==> src/rtl/bcd_display_scan_pkg.sv <==
// Shared definitions for the multiplexed BCD display scanner: scan state
// encoding, the blank code understood by the downstream decoder, and clog2.
package bcd_display_scan_pkg;

    typedef enum logic {
        BLANK = 1'b0,
        SHOW  = 1'b1
    } scan_state_e;

    localparam logic [3:0] BCD_BLANK = 4'b1111;

    function automatic int clog2(input int value);
        int result;
        result = 0;
        for (int i = 0; i < 31; i++) begin
            if ((32'sd1 <<< i) < value) begin
                result = i + 1;
            end else begin
                result = result;
            end
        end
        return result;
    endfunction

endpackage

==> src/rtl/bcd_scan_prescaler.sv <==
// Free-running 0..PRESCALE-1 slot counter. Strobes are registered and flag
// the current cycle as the last blank cycle, the last slot cycle, or the one before.
module bcd_scan_prescaler
    import bcd_display_scan_pkg::*;
#(
    parameter int PRESCALE     = 50000,
    parameter int BLANK_CYCLES = 16
) (
    input  logic clk,
    input  logic rst_n,
    output logic blank_end,
    output logic slot_end,
    output logic slot_near_end
);

    localparam int CW = (clog2(PRESCALE) < 1) ? 1 : clog2(PRESCALE);
    localparam logic [CW-1:0] CNT_LAST   = CW'(PRESCALE - 1);
    localparam logic [CW-1:0] CNT_NEAR   = CW'(PRESCALE - 2);
    localparam logic [CW-1:0] BLANK_LAST = CW'(BLANK_CYCLES - 1);
    localparam logic          HAS_BLANK  = (BLANK_CYCLES != 0);

    logic [CW-1:0] cnt_r;
    logic [CW-1:0] cnt_s;
    logic          blank_end_r;
    logic          slot_end_r;
    logic          slot_near_end_r;

    // Next count with wrap at the end of the slot.
    always_comb begin
        cnt_s = cnt_r;
        if (cnt_r == CNT_LAST) begin
            cnt_s = '0;
        end else begin
            cnt_s = cnt_r + CW'(1);
        end
    end

    // Counter and strobes, decoded from the next count so they line up with cnt_r.
    always_ff @(posedge clk) begin
        if (!rst_n) begin
            cnt_r           <= '0;
            blank_end_r     <= (BLANK_CYCLES == 1);
            slot_end_r      <= 1'b0;
            slot_near_end_r <= (PRESCALE == 2);
        end else begin
            cnt_r           <= cnt_s;
            blank_end_r     <= HAS_BLANK && (cnt_s == BLANK_LAST);
            slot_end_r      <= (cnt_s == CNT_LAST);
            slot_near_end_r <= (cnt_s == CNT_NEAR);
        end
    end

    assign blank_end     = blank_end_r;
    assign slot_end      = slot_end_r;
    assign slot_near_end = slot_near_end_r;

endmodule

==> src/rtl/bcd_display_scan.sv <==
// Time-multiplexed scan controller feeding a single-digit BCD-to-7-segment
// decoder: digit mux, ghost blanking, leading-zero suppression, tear-free load.
module bcd_display_scan
    import bcd_display_scan_pkg::*;
#(
    parameter int NUM_DIGITS       = 4,
    parameter int PRESCALE         = 50000,
    parameter int BLANK_CYCLES     = 16,
    parameter int ANODE_ACTIVE_LOW = 1
) (
    input  logic                    clk,
    input  logic                    rst_n,
    input  logic [4*NUM_DIGITS-1:0] digits_in,
    input  logic                    load,
    input  logic                    lz_en,
    output logic                    bcd_a,
    output logic                    bcd_b,
    output logic                    bcd_c,
    output logic                    bcd_d,
    output logic [NUM_DIGITS-1:0]   anode,
    output logic                    load_ack,
    output logic                    frame_done
);

    localparam int IW = (clog2(NUM_DIGITS) < 1) ? 1 : clog2(NUM_DIGITS);
    localparam int DW = 4 * NUM_DIGITS;
    localparam logic [IW-1:0]         IDX_LAST   = IW'(NUM_DIGITS - 1);
    localparam logic [NUM_DIGITS-1:0] ANODE_OFF  = {NUM_DIGITS{(ANODE_ACTIVE_LOW != 0)}};
    localparam scan_state_e           SLOT_START = (BLANK_CYCLES == 0) ? SHOW : BLANK;

    logic blank_end_s;
    logic slot_end_s;
    logic slot_near_end_s;

    scan_state_e           state_r,   state_s;
    logic [IW-1:0]         idx_r,     idx_s;
    logic [DW-1:0]         active_r,  active_s;
    logic [DW-1:0]         pending_r, pending_s;
    logic                  pending_flag_r, pending_flag_s;
    logic                  load_ack_r,   load_ack_s;
    logic                  frame_done_r, frame_done_s;
    logic [NUM_DIGITS-1:0] anode_r,   anode_s;
    logic [3:0]            bcd_r,     bcd_s;
    logic [NUM_DIGITS-1:0] suppress_s;
    logic                  zero_run_s;
    logic [3:0]            digit_s;
    logic                  show_s;

    bcd_scan_prescaler #(
        .PRESCALE    (PRESCALE),
        .BLANK_CYCLES(BLANK_CYCLES)
    ) u_prescaler (
        .clk          (clk),
        .rst_n        (rst_n),
        .blank_end    (blank_end_s),
        .slot_end     (slot_end_s),
        .slot_near_end(slot_near_end_s)
    );

    // Load handshake: the active word only changes on the frame boundary cycle.
    always_comb begin
        active_s       = active_r;
        pending_s      = pending_r;
        pending_flag_s = pending_flag_r;
        load_ack_s     = 1'b0;
        if (frame_done_r) begin
            if (load) begin
                active_s       = digits_in;
                pending_flag_s = 1'b0;
                load_ack_s     = 1'b1;
            end else if (pending_flag_r) begin
                active_s       = pending_r;
                pending_flag_s = 1'b0;
                load_ack_s     = 1'b1;
            end else begin
                load_ack_s     = 1'b0;
            end
        end else if (load) begin
            pending_s      = digits_in;
            pending_flag_s = 1'b1;
        end else begin
            pending_s      = pending_r;
        end
    end

    // Slot sequencing; frame_done looks one cycle ahead so it lands on the last cycle.
    always_comb begin
        state_s = state_r;
        idx_s   = idx_r;
        if (slot_end_s) begin
            state_s = SLOT_START;
            if (idx_r == IDX_LAST) begin
                idx_s = '0;
            end else begin
                idx_s = idx_r + IW'(1);
            end
        end else if (blank_end_s) begin
            state_s = SHOW;
        end else begin
            state_s = state_r;
        end
        frame_done_s = slot_near_end_s && (idx_r == IDX_LAST);
    end

    // Digit selection; all-ones digits (including the reset word) light no anode.
    always_comb begin
        suppress_s = '0;
        zero_run_s = lz_en;
        for (int k = NUM_DIGITS - 1; k >= 0; k--) begin
            zero_run_s    = zero_run_s && (active_s[4*k +: 4] == 4'h0);
            suppress_s[k] = zero_run_s && (k != 0);
        end
        digit_s = active_s[4*int'(idx_s) +: 4];
        show_s  = (state_s == SHOW) && !suppress_s[idx_s] && (digit_s != BCD_BLANK);
        if (show_s) begin
            anode_s = ANODE_OFF ^ (NUM_DIGITS'(1) << idx_s);
            bcd_s   = digit_s;
        end else begin
            anode_s = ANODE_OFF;
            bcd_s   = BCD_BLANK;
        end
    end

    // State and registered outputs.
    always_ff @(posedge clk) begin
        if (!rst_n) begin
            state_r        <= BLANK;
            idx_r          <= '0;
            active_r       <= {NUM_DIGITS{BCD_BLANK}};
            pending_r      <= {NUM_DIGITS{BCD_BLANK}};
            pending_flag_r <= 1'b0;
            load_ack_r     <= 1'b0;
            frame_done_r   <= 1'b0;
            anode_r        <= ANODE_OFF;
            bcd_r          <= BCD_BLANK;
        end else begin
            state_r        <= state_s;
            idx_r          <= idx_s;
            active_r       <= active_s;
            pending_r      <= pending_s;
            pending_flag_r <= pending_flag_s;
            load_ack_r     <= load_ack_s;
            frame_done_r   <= frame_done_s;
            anode_r        <= anode_s;
            bcd_r          <= bcd_s;
        end
    end

    assign bcd_a      = bcd_r[3];
    assign bcd_b      = bcd_r[2];
    assign bcd_c      = bcd_r[1];
    assign bcd_d      = bcd_r[0];
    assign anode      = anode_r;
    assign load_ack   = load_ack_r;
    assign frame_done = frame_done_r;

endmodule
==> config.mk <==
export PLATFORM = sky130hd
export DESIGN_NAME = bcd_display_scan
export DESIGN_NICKNAME = d
export VERILOG_FILES = /design/src/rtl/bcd_display_scan_pkg.sv /design/src/rtl/bcd_scan_prescaler.sv /design/src/rtl/bcd_display_scan.sv
export SDC_FILE = /design/constraint.sdc
export NUM_CORES = 1
export LEC_CHECK = 0
export BUFFER_PORTS_ARGS = -buffer_cell sky130_fd_sc_hd__buf_4
export CAP_MARGIN = 20
export CORE_MARGIN = 10
export CORE_UTILIZATION = 45
export DETAILED_ROUTE_END_ITERATION = 16
export SLEW_MARGIN = 10
export SYNTH_ARGS = -nofsm -noshare
export SYNTH_HDL_FRONTEND = slang
export SYNTH_SLANG_ARGS = --single-unit
==> constraint.sdc <==
create_clock -name clk -period 2.8 [get_ports clk]
set_input_delay 0.14 -clock clk [delete_from_list [all_inputs] [get_ports clk]]
set_output_delay 0.14 -clock clk [all_outputs]
set_load 0.05 [all_outputs]
==> flow_summary.json <==
{
  "synthDominantCellAreaShare_pct": 43.3,
  "drive_gt1_share_pct": 18.7,
  "synthToLayoutAreaGrowth_pct": 14.1,
  "leakage_nw": 1.46,
  "n_antenna_cell": 0,
  "io_pins": 30,
  "cts_tree": "yes",
  "cts-resized-gates": 0,
  "rsz0062_at_grt": "false",
  "hold_ws_ns": 0.0131,
  "yosysTopAreaCell": "dfxtp_1",
  "cts_made_buffers": 9,
  "cts_setup_buffers": 0,
  "ys_seq_area_share_pct": 43.3,
  "yosysUniqueCellTypes": 49,
  "ant_nets": 0,
  "place.gp.congestion": 0.883,
  "antenna_found_initial": 0,
  "ff2ff_setup_slack_ns": 0.42,
  "period_needed_ns": 2.38,
  "cts_root_buf": "clkbuf_8",
  "clk_pin_slew_worst_paths_ns": 0.07,
  "powerDensity_mw_per_mm2": 514,
  "wl_mm": 6.81,
  "hold_end": "pending_r[8]",
  "most-common-layout-cells": "dfxtp_1 (65), nand2_1 (54), buf_4 (36), nor2_1 (34), nand3_1 (20)",
  "synth-main-ff-cell": "dfxtp_1",
  "fp.coreArea_mm2": 0.00642,
  "clock_latency_ns": 0.34,
  "whs_path_depth": 3,
  "timing.rr.start": "idx_r[0]",
  "synthTopCellsByArea": "dfxtp_1 (43%), nand2_1 (6.7%), nor2_1 (4.2%)",
  "grt_usage_pct": 14.2,
  "setup_violations": 0,
  "synth.avg_cell_area_um2": 8.57,
  "synthArstFlopShare_pct": 0,
  "synthCells": 351,
  "arrival_ns": 2.60,
  "ys_ff_latch": 65,
  "htreeDepth": 3,
  "dieArea_mm2": 0.0104,
  "hpwl_mm": 4.97,
  "yosysWarningCount": 0,
  "slew_violations": 0,
  "grt_pass1_wl_mm": 11.6,
  "drc": 0,
  "post-route-period-util_pct": 85.2,
  "ir_drop_mv": 0.312,
  "fmax_ghz": 0.419,
  "synth_edf_count": 0,
  "drt_iter0_drc": 112,
  "startpoint_type": "flop",
  "hp-class": "input pin to flop",
  "final_common_cell": "dfxtp_1",
  "start_util_pct": 46.8,
  "routedWlPerCell_um": 14.9,
  "hold_buffers": 0,
  "end_kind": "flop",
  "grt_max_degree": 45,
  "worst_slew_pin_slew_ns": 0.675,
  "cap_violations": 0,
  "avgViaCountPerCell": 5.45,
  "rows": 29,
  "cp_data_required_time_ns": 3.01,
  "max_slew_margin_pct": 54.9,
  "clock_path_buffers": 2,
  "setup-tns-final_ns": 0,
  "hp-start": "digits_in[8]",
  "netlist_area_mm2": 0.00301,
  "rr_worst_depth": 6,
  "worst_r2r_endpoint": "anode[1]",
  "numPortBuffers": 29,
  "die_w_um": 102,
  "hold_viol": 0,
  "grt_pass1_vias": 2327,
  "die_y_um": 102,
  "cp_max_fo": 8,
  "status": "completed",
  "skew_ns": 0.00700,
  "drtPass1Iterations": 5,
  "cts_sinks": 65,
  "crit_type": "flop to flop",
  "vias": 2489,
  "grt_overflow": 0,
  "nets": 399,
  "synth.net_count": 375
}
-- worst max-delay path: stages (launching register included) --
cell     delay, ns
dfxtp_1       0.34
ha_1          0.30
mux2i_1       0.48
nor2_1        0.19
a221o_1       0.41
nand4_2       0.13
or4b_1        0.43
-- cells in the mapped netlist (2+ instances only) --
master    instances
dfxtp_1          65
nand2_1          54
nor2_1           34
nand3_1          20
inv_1            19
clkbuf_1         13
nand4_1          12
a31oi_1           9
o211ai_1          9
o22ai_1           8
xnor2_1           7
xor2_1            7
and3b_1           6
o221ai_2          6
and3_1            5
buf_2             5
nor2b_1           5
nor3_2            5
o221ai_1          5
a21oi_1           4
and2_1            4
ha_1              4
nor3_1            4
or3_1             4
a221o_1           3
mux2i_1           3
o32a_1            3
buf_4             2
buf_6             2
inv_2             2
mux2_2            2
nand2b_1          2
or2_1             2
-- worst max path at each step --
| stage | startpoint | end | slack, ns | cells past startpoint |
|---|---|---|---|---|
| floorplan | frame_done | anode[1] | 0.38 | 8 |
| global placement | idx_r[0] | anode[1] | 0.49 | 6 |
| detailed placement | idx_r[0] | anode[1] | 0.42 | 6 |
| CTS | idx_r[0] | anode[1] | 0.42 | 6 |
| global route | idx_r[0] | anode[1] | 0.25 | 6 |
| finish | idx_r[0] | anode[1] | 0.42 | 6 |
-- power by group --
part	leakage (nW)	switching, mW	total [mW]	internal, mW
combinational	0.842	0.0557	0.0959	0.0401
clock	0.0932	0.346	0.711	0.366
sequential	0.530	0.0111	0.956	0.945
total	1.46	0.412	1.76	1.35
-- sequential cells by signal (all words and copies together) (netlist names) --
register and flops:
bcd_r 4, u_prescaler.slot_end 1, idx_r 2, pending_flag_r 1, u_prescaler.slot_near_end 1, pending_r 16, anode 4, frame_done 1
load_ack 1, u_prescaler.cnt_r 16, state_r 1, u_prescaler.blank_end 1, active_r 16
-- layout make-up --
| cell class | count | area (µm²) |
|---|---|---|
| fillers | 627 | 2990 |
| multi-input cells | 242 | 1510 |
| flip-flops and latches | 65 | 1300 |
| repair buffers | 36 | 270 |
| clock buffers | 13 | 159 |
| well taps | 77 | 96.3 |
| inverters | 21 | 78.8 |
| clock inverters | 3 | 15.0 |
-- layer usage --
layer  vias to the layer above  GRT usage, %  wire [µm]
li1                       1278             -          -
met1                      1151          20.0       3440
met2                        53          19.5       2870
met3                         7          5.04        423
met4                         0          4.29         76
met5                         -             0          0
-- kinds of logic after synthesis --
family	count (synthesis)	synth area share [%]
xor+xnor	14	4.08
flops	65	43.3
buf+inv	44	6.45
compound gates	52	14.1
simple gates	167	28.7
mux	5	1.75
fa+ha+maj	4	1.66
-- metrics by stage --
step	power (mW)	utilization (%)	instances	area [µm²]	setup slack [ns]
after detailed placement	1.07	50.7	441	3260	0.423
after global placement	1.07	50.7	441	3260	0.489
after global routing	1.84	53.5	457	3430	0.249
after CTS	1.79	53.5	457	3430	0.421
final	1.76	53.5	457	3430	0.415
after floorplan	1.03	-	351	3010	0.382
(Power assumes the default switching activity.)
